File: src/rtl/cnn_mac_sched.sv
// cnn_mac_sched -- sequences one KLEN-term signed dot product through a
// shared, external 10x14 signed multiplier. It has a two-stage pipeline:
// operands are registered, then the product is registered, then the product
// is accumulated.
//
// Ports:
//   ap_clk, ap_rst        clock (rising edge), synchronous active-high reset
//   start, busy           begin one dot product / high whenever not IDLE
//   in_valid, in_ready    operand beat handshake (a_in 10b, b_in 14b, signed)
//   mul_a, mul_b, mul_p   registered operands out, combinational product in
//   out_valid, out_ready  result handshake, out_data is ACC_W signed
//
// Build option: define CNN_MAC_SAT_EN to clamp out_data to [-32768, 32767].
// When it is undefined, out_data is the raw wrapping accumulator.
module cnn_mac_sched #(
   parameter int KLEN  = 9,
   parameter int ACC_W = 32
) (
   input  logic             ap_clk,
   input  logic             ap_rst,
   input  logic             start,
   output logic             busy,
   input  logic             in_valid,
   output logic             in_ready,
   input  logic [9:0]       a_in,
   input  logic [13:0]      b_in,
   output logic [9:0]       mul_a,
   output logic [13:0]      mul_b,
   input  logic [24:0]      mul_p,
   output logic             out_valid,
   input  logic             out_ready,
   output logic [ACC_W-1:0] out_data
);

   localparam int CNT_W = $clog2(KLEN + 1);

   typedef enum logic [1:0] {IDLE, LOAD, DRAIN, DONE} state_t;

   state_t                   state, state_nxt;
   logic [CNT_W-1:0]         cnt;
   logic [1:0]               vld_pipe;   // [0] operands valid, [1] product valid
   logic signed [24:0]       prod_r;
   logic signed [ACC_W-1:0]  acc;
   logic                     beat, last_beat;

   assign beat      = in_valid && (state == LOAD);
   assign last_beat = beat && (cnt == CNT_W'(KLEN - 1));

   // State register
   always_ff @(posedge ap_clk) begin
      if (ap_rst) state <= IDLE;
      else        state <= state_nxt;
   end

   // Next-state logic
   always_comb begin
      state_nxt = state;
      case (state)
         IDLE:  if (start)                       state_nxt = LOAD;
         LOAD:  if (last_beat)                   state_nxt = DRAIN;
         DRAIN: if (vld_pipe == 2'b00)           state_nxt = DONE;
         DONE:  if (out_ready)                   state_nxt = IDLE;
         default:                                state_nxt = IDLE;
      endcase
   end

   // FSM outputs
   always_comb begin
      busy      = (state != IDLE);
      in_ready  = (state == LOAD);
      out_valid = (state == DONE);
   end

   // Datapath. A start in IDLE clears the whole job context, so a new
   // dot product never sees residue from an abandoned or finished one.
   always_ff @(posedge ap_clk) begin
      if (ap_rst) begin
         cnt      <= '0;
         vld_pipe <= '0;
         mul_a    <= '0;
         mul_b    <= '0;
         prod_r   <= '0;
         acc      <= '0;
      end else if (state == IDLE && start) begin
         cnt      <= '0;
         vld_pipe <= '0;
         acc      <= '0;
      end else begin
         vld_pipe <= {vld_pipe[0], beat};
         if (beat) begin
            mul_a <= a_in;
            mul_b <= b_in;
            cnt   <= cnt + 1'b1;
         end
         if (vld_pipe[0]) prod_r <= $signed(mul_p);
         // Sizing cast of a signed value sign-extends the product.
         if (vld_pipe[1]) acc <= acc + ACC_W'(prod_r);
      end
   end

`ifdef CNN_MAC_SAT_EN
   localparam logic signed [ACC_W-1:0] SAT_MAX = ACC_W'(32767);
   localparam logic signed [ACC_W-1:0] SAT_MIN = ACC_W'(-32768);

   always_comb begin
      if (acc > SAT_MAX)      out_data = SAT_MAX;
      else if (acc < SAT_MIN) out_data = SAT_MIN;
      else                    out_data = acc;
   end
`else
   assign out_data = acc;
`endif

endmodule

File: config.mk
export PLATFORM = sky130hd
export DESIGN_NAME = cnn_mac_sched
export DESIGN_NICKNAME = d
export VERILOG_FILES = /design/src/rtl/cnn_mac_sched.sv
export SDC_FILE = /design/constraint.sdc
export NUM_CORES = 1
export LEC_CHECK = 0
export CORE_ASPECT_RATIO = 1.25
export CORE_MARGIN = 4
export CORE_UTILIZATION = 30
export CTS_CLUSTER_SIZE = 24
export DETAILED_ROUTE_END_ITERATION = 16
export DONT_BUFFER_PORTS = 1
export HOLD_SLACK_MARGIN = 0.12
export PLACE_DENSITY = 0.46
export SLEW_MARGIN = 20
export SYNTH_ARGS = -nofsm -noshare
export SYNTH_HDL_FRONTEND = slang
export SYNTH_SLANG_ARGS = --single-unit
File: constraint.sdc
create_clock -name ap_clk -period 5.1 [get_ports ap_clk]
set_input_delay 1.02 -clock ap_clk [delete_from_list [all_inputs] [get_ports ap_clk]]
set_output_delay 1.02 -clock ap_clk [all_outputs]
set_load 0.02 [all_outputs]
# After elaboration in Yosys (flattened, before gate mapping)

Cells that the tools add are included.
Widths: inputs -> output; s select.

Output and inout port bits: 59
Bits of input ports: 54
Word-level logic and storage cells: 33
Flip-flop bits (word level): 89

Add/sub/neg operators: 2
Multiplexer cells: 5
Reduce and logical (&&, ||, !) cells: 10
Eq/ne operators: 8
Bitwise gates (word level): 1

Operator list:

| operator            | number |
|---|---|
| $add 32x25->32      | 1 |
| $mux 2              | 4 |
| $pmux 2 s4          | 1 |
| $add 4x1->4 const B | 1 |
| $eq 2x2->1 const B  | 2 |
| $eq 4x4->1 const B  | 1 |
| $logic_not 2->1     | 2 |
| $ne 2x1->1 const B  | 2 |
| $ne 2x2->1 const B  | 2 |
| $reduce_and 2->1    | 2 |
| $reduce_and 4->1    | 1 |
| $logic_and 1x1->1   | 3 |
| $eq 2x1->1 const B  | 1 |
| $reduce_bool 2->1   | 1 |
| $reduce_or 2->1     | 1 |
| $not 1->1           | 1 |

# Logic depth before layout (Yosys ltp)

Depth after elaboration: 5
Mapped depth: 10
Gate-level depth less buffers: 10

# Least setup slack after synthesis

OpenSTA, ideal clock, no wires.

Path kind: reg2reg
Start: register acc[0] (netlist: out_data[0])
End: register acc[24] (netlist: out_data[24])
Path buffers: 0
Required time: 4,978 ps
Cell stages (with the launch flop): 10
Period minus slack after synthesis: 2,525 ps
Arrival time: 2,403 ps
Library setup time: 122 ps
Setup slack: 2,575 ps
Path through: dfxtp_1 > ha_1 > fa_1 > a21o_1 > a221o_1 > a311oi_2 > nand2_2 > a41oi_2 > nor3_1 > a221o_1

Longest elaborated chain between the ends: 1

Ends and longest elaborated chain:

| item                     | line | text |
|---|---|---|
| start: declaration       | 43   | `logic signed [ACC_W-1:0] acc;` |
| start signal: assignment | 97   | `if (vld_pipe[1]) acc <= acc + ACC_W'(prod_r);` |
| $add 32x25->32           | 97   |  |

No other way between the ends.
A chain may end at the register's enable or synchronous reset.

# Worst setup path in the final report

Start: register acc[0] (netlist: out_data[0])
End: register acc[30] (netlist: out_data[30])

The elaborated chain is that of the path after synthesis.

==> impl_results.md <==
- CTS resizes: 0
- # DRC: 0
- Top cells by area, synth: dfxtp_1 (38%), nand2_1 (11%), ha_1 (10%), a21oi_1 (9.2%), nor2_1 (3.4%)
- CTS tree: built
- Share of cells above drive strength 1: 0.0615
- Worst-Margin Slew: 1.05 ns
- Critical path buffers and inverters: 0
- GPL Wtd Cong: 0.838
- GRT overflow: 0
- Routed Antenna Nets: 0
- DP Wirelength: between 9000 and 10000 um
- Fill cell instance count of the final layout: ~1700
- Count leader, synth: nand2_1
- Worst skew pair latency: roughly 0.35 ns
- Pin count of the biggest net entering global routing: between 50 and 60
- RSZ-0062 raised after global routing: no
- Synthesized area: ~4700 um^2
- # clock sinks: 89
- Critical-path maximum fanout: 3
- CP max stage delay: slightly above 0.4 ns
- Via count of the first global-routing pass: about 4000
- Clk slew on worst S/H paths: 0.06 ns
- Synth area leader: dfxtp_1
- Seq cells post-synth: 89
- Post-synthesis net count: a little under 700
- Die Area: around 18000 um^2
- Leakage: a little under 2 nW
- Async set or reset register ratio after synthesis: 0
- Post-synthesis sequential area ratio: 0.376
- Min-delay src: prod_r[6]
- Minimum clock period: 2.80 ns
- Global Route Usage Sum: 0.143
- Syn avg cell area: between 8 and 9 um^2
- Endpoints failing setup: 0
- Ant diodes: 0
- Max IR drop VDD: ~0.16 mV
- Syn Inst Count: 592
- Number of synthesized flops with an enable pin: 0
- Maximum clock insertion buffer count: 2
- Max Fclk: between 300 and 400 MHz
- CP most frequent cell: o21ai_0
- Setup tns final: 0 ns
- Clock skew: 0.00939 ns
- TritonCTS buffer count: 9
- CP delay by family, top: compound AO/OA/AOI/OAI gates
- Die width: 120 um
- Avg WL per Cell: approximately 16 um
- Placeable Area: about 16000 um^2
- Pre-CTS setup slack: ~2.0 ns
- First drt pass iteration count: 4
- CP Capture Type: register
- R2r startpoint: out_data[0]
- Hold Violations, Final: 0
- Max Cap Viol: 0
- Global-route wire length before repair: 20300 um
- Ys Warns: 0
- Setup Crit Path Kind: reg2reg
- Worst Slack Setup Final: ~2.3 ns
- Nets: between 600 and 700
- # hold bufs at CTS: 0
- Starting DRT DRC Count: 140
- Number of distinct library cells after synthesis: 54
- Critical Path RT: approximately 5.3 ns
- Post-route clock period utilization: 0.548
- Power Dens Cells: between 300 and 400 nW/um^2
- Status: completed
- Initial antenna violation count: 0
- Clock tree root driver cell: clkbuf_16
- Row count: 51
- Number of buffers added on ports: 0
- CP Launch Point: out_data[0]
- Setup Buffers After CTS: 0
- Drt total wl: ~13000 um
- Via count: between 3000 and 4000
- Critical path cell sequence: ha_1, fa_1, a21o_1, a221o_1, a311oi_2, nand2_2, a21oi_2, o21ai_0, xnor2_1, o21ai_0
- Main synth FF type: dfxtp_1
- Initial Util: 0.305
- H-tree lvl count: 3
- Max-slew violations: 0
- Area growth from synthesis to layout: 10.6%
- Arr. time, crit path: roughly 3.0 ns
- Die height: approximately 150 um
- Slew HR: 0.294
- CP Launch Type: register
- DR vias/cell: roughly 5
- Top-area cell type share of the netlist area: 0.376
- Num ports: 113
- HP Class: reg2reg
- Synth top cells by count: nand2_1 (136), dfxtp_1 (89), a21oi_1 (87)
- Slowest cell on crit path: fa_1
cell type report:
type / count / area [um^2] / area share
well taps: 212 / 265 / 0.0506
clock inverters: 4 / 48.8 / 0.00930
multi-input cells: 468 / 2820 / 0.538
clock buffers: 12 / 267 / 0.0508
repair buffers: 3 / 30.0 / 0.00572
inverters: 9 / 33.8 / 0.00644
flip-flops and latches: 89 / 1780 / 0.340
per-stage QoR:
stage	cell area, um^2	total power [mW]	hold slack (ns)	util	instances
2_1_floorplan	4740	1.02	0.438	-	592
3_3_place_gp	4920	1.07	0.445	0.316	780
3_5_place_dp	4920	1.08	0.449	0.316	780
4_1_cts	5230	1.79	0.458	0.336	796
5_1_grt	5250	1.86	0.482	0.337	797
6_report	5250	1.76	0.454	0.337	797
layout by cell type (no fill, tap or decap), types with 3 or more instances in the layout:
cell,instances
nand2_1,136
dfxtp_1,89
a21oi_1,87
nor2_1,43
ha_1,38
o21ai_0,26
xnor2_1,17
mux2i_1,15
xor2_1,14
nand3_1,13
inv_1,9
a21o_1,9
clkbuf_16,9
nand2b_1,7
nand4_1,5
o21ai_1,5
o22ai_1,4
o21bai_1,3
o31ai_1,3
a211oi_1,3
clkbuf_8,3
flip-flops by register name, indices dropped and copies added, names as in the netlist:
name / count
state: 2
cnt: 4
out_data: 32
mul_a: 10
mul_b: 14
prod_r: 25
vld_pipe: 2
routing by layer:
layer | track usage | routed length [um]
met5 | 0 | 0
met4 | 0.0641 | 311
met3 | 0.0449 | 692
met2 | 0.245 | 6350
met1 | 0.163 | 5430
worst register-to-register path, stage by stage, from the launching register on:
cell,delay (ns)
dfxtp_1,0.39
ha_1,0.26
fa_1,0.41
a21o_1,0.22
a221o_1,0.35
a311oi_2,0.27
nand2_2,0.12
a21oi_2,0.24
o21ai_0,0.16
xnor2_1,0.15
o21ai_0,0.08
where the power goes:
part | switching, mW | internal (mW) | leakage [nW]
Combinational | 0.176 | 0.0802 | 1.07
Clock | 0.285 | 0.420 | 0.159
Sequential | 0.0635 | 0.740 | 0.719
cell families after synthesis:
kind of cell | after synthesis | synth area share
AO/OA/AOI/OAI | 165 | 0.208
XOR/XNOR | 31 | 0.0572
adder cells (fa/ha/maj) | 39 | 0.104
buffers and inverters | 35 | 0.0301
flip-flops | 89 | 0.376
multiplexers | 15 | 0.0316
AND/OR/NAND/NOR | 218 | 0.193
path summary, 6_finish.rpt:
kind                                      to  cells past startpoint  slack, ns
worst min-delay path               prod_r[6]                      2       0.45
worst min register to register     prod_r[6]                      2       0.45
worst max register to register  out_data[30]                     10       2.30
worst max-delay path            out_data[30]                     10       2.30
(Power assumes the default switching activity.)
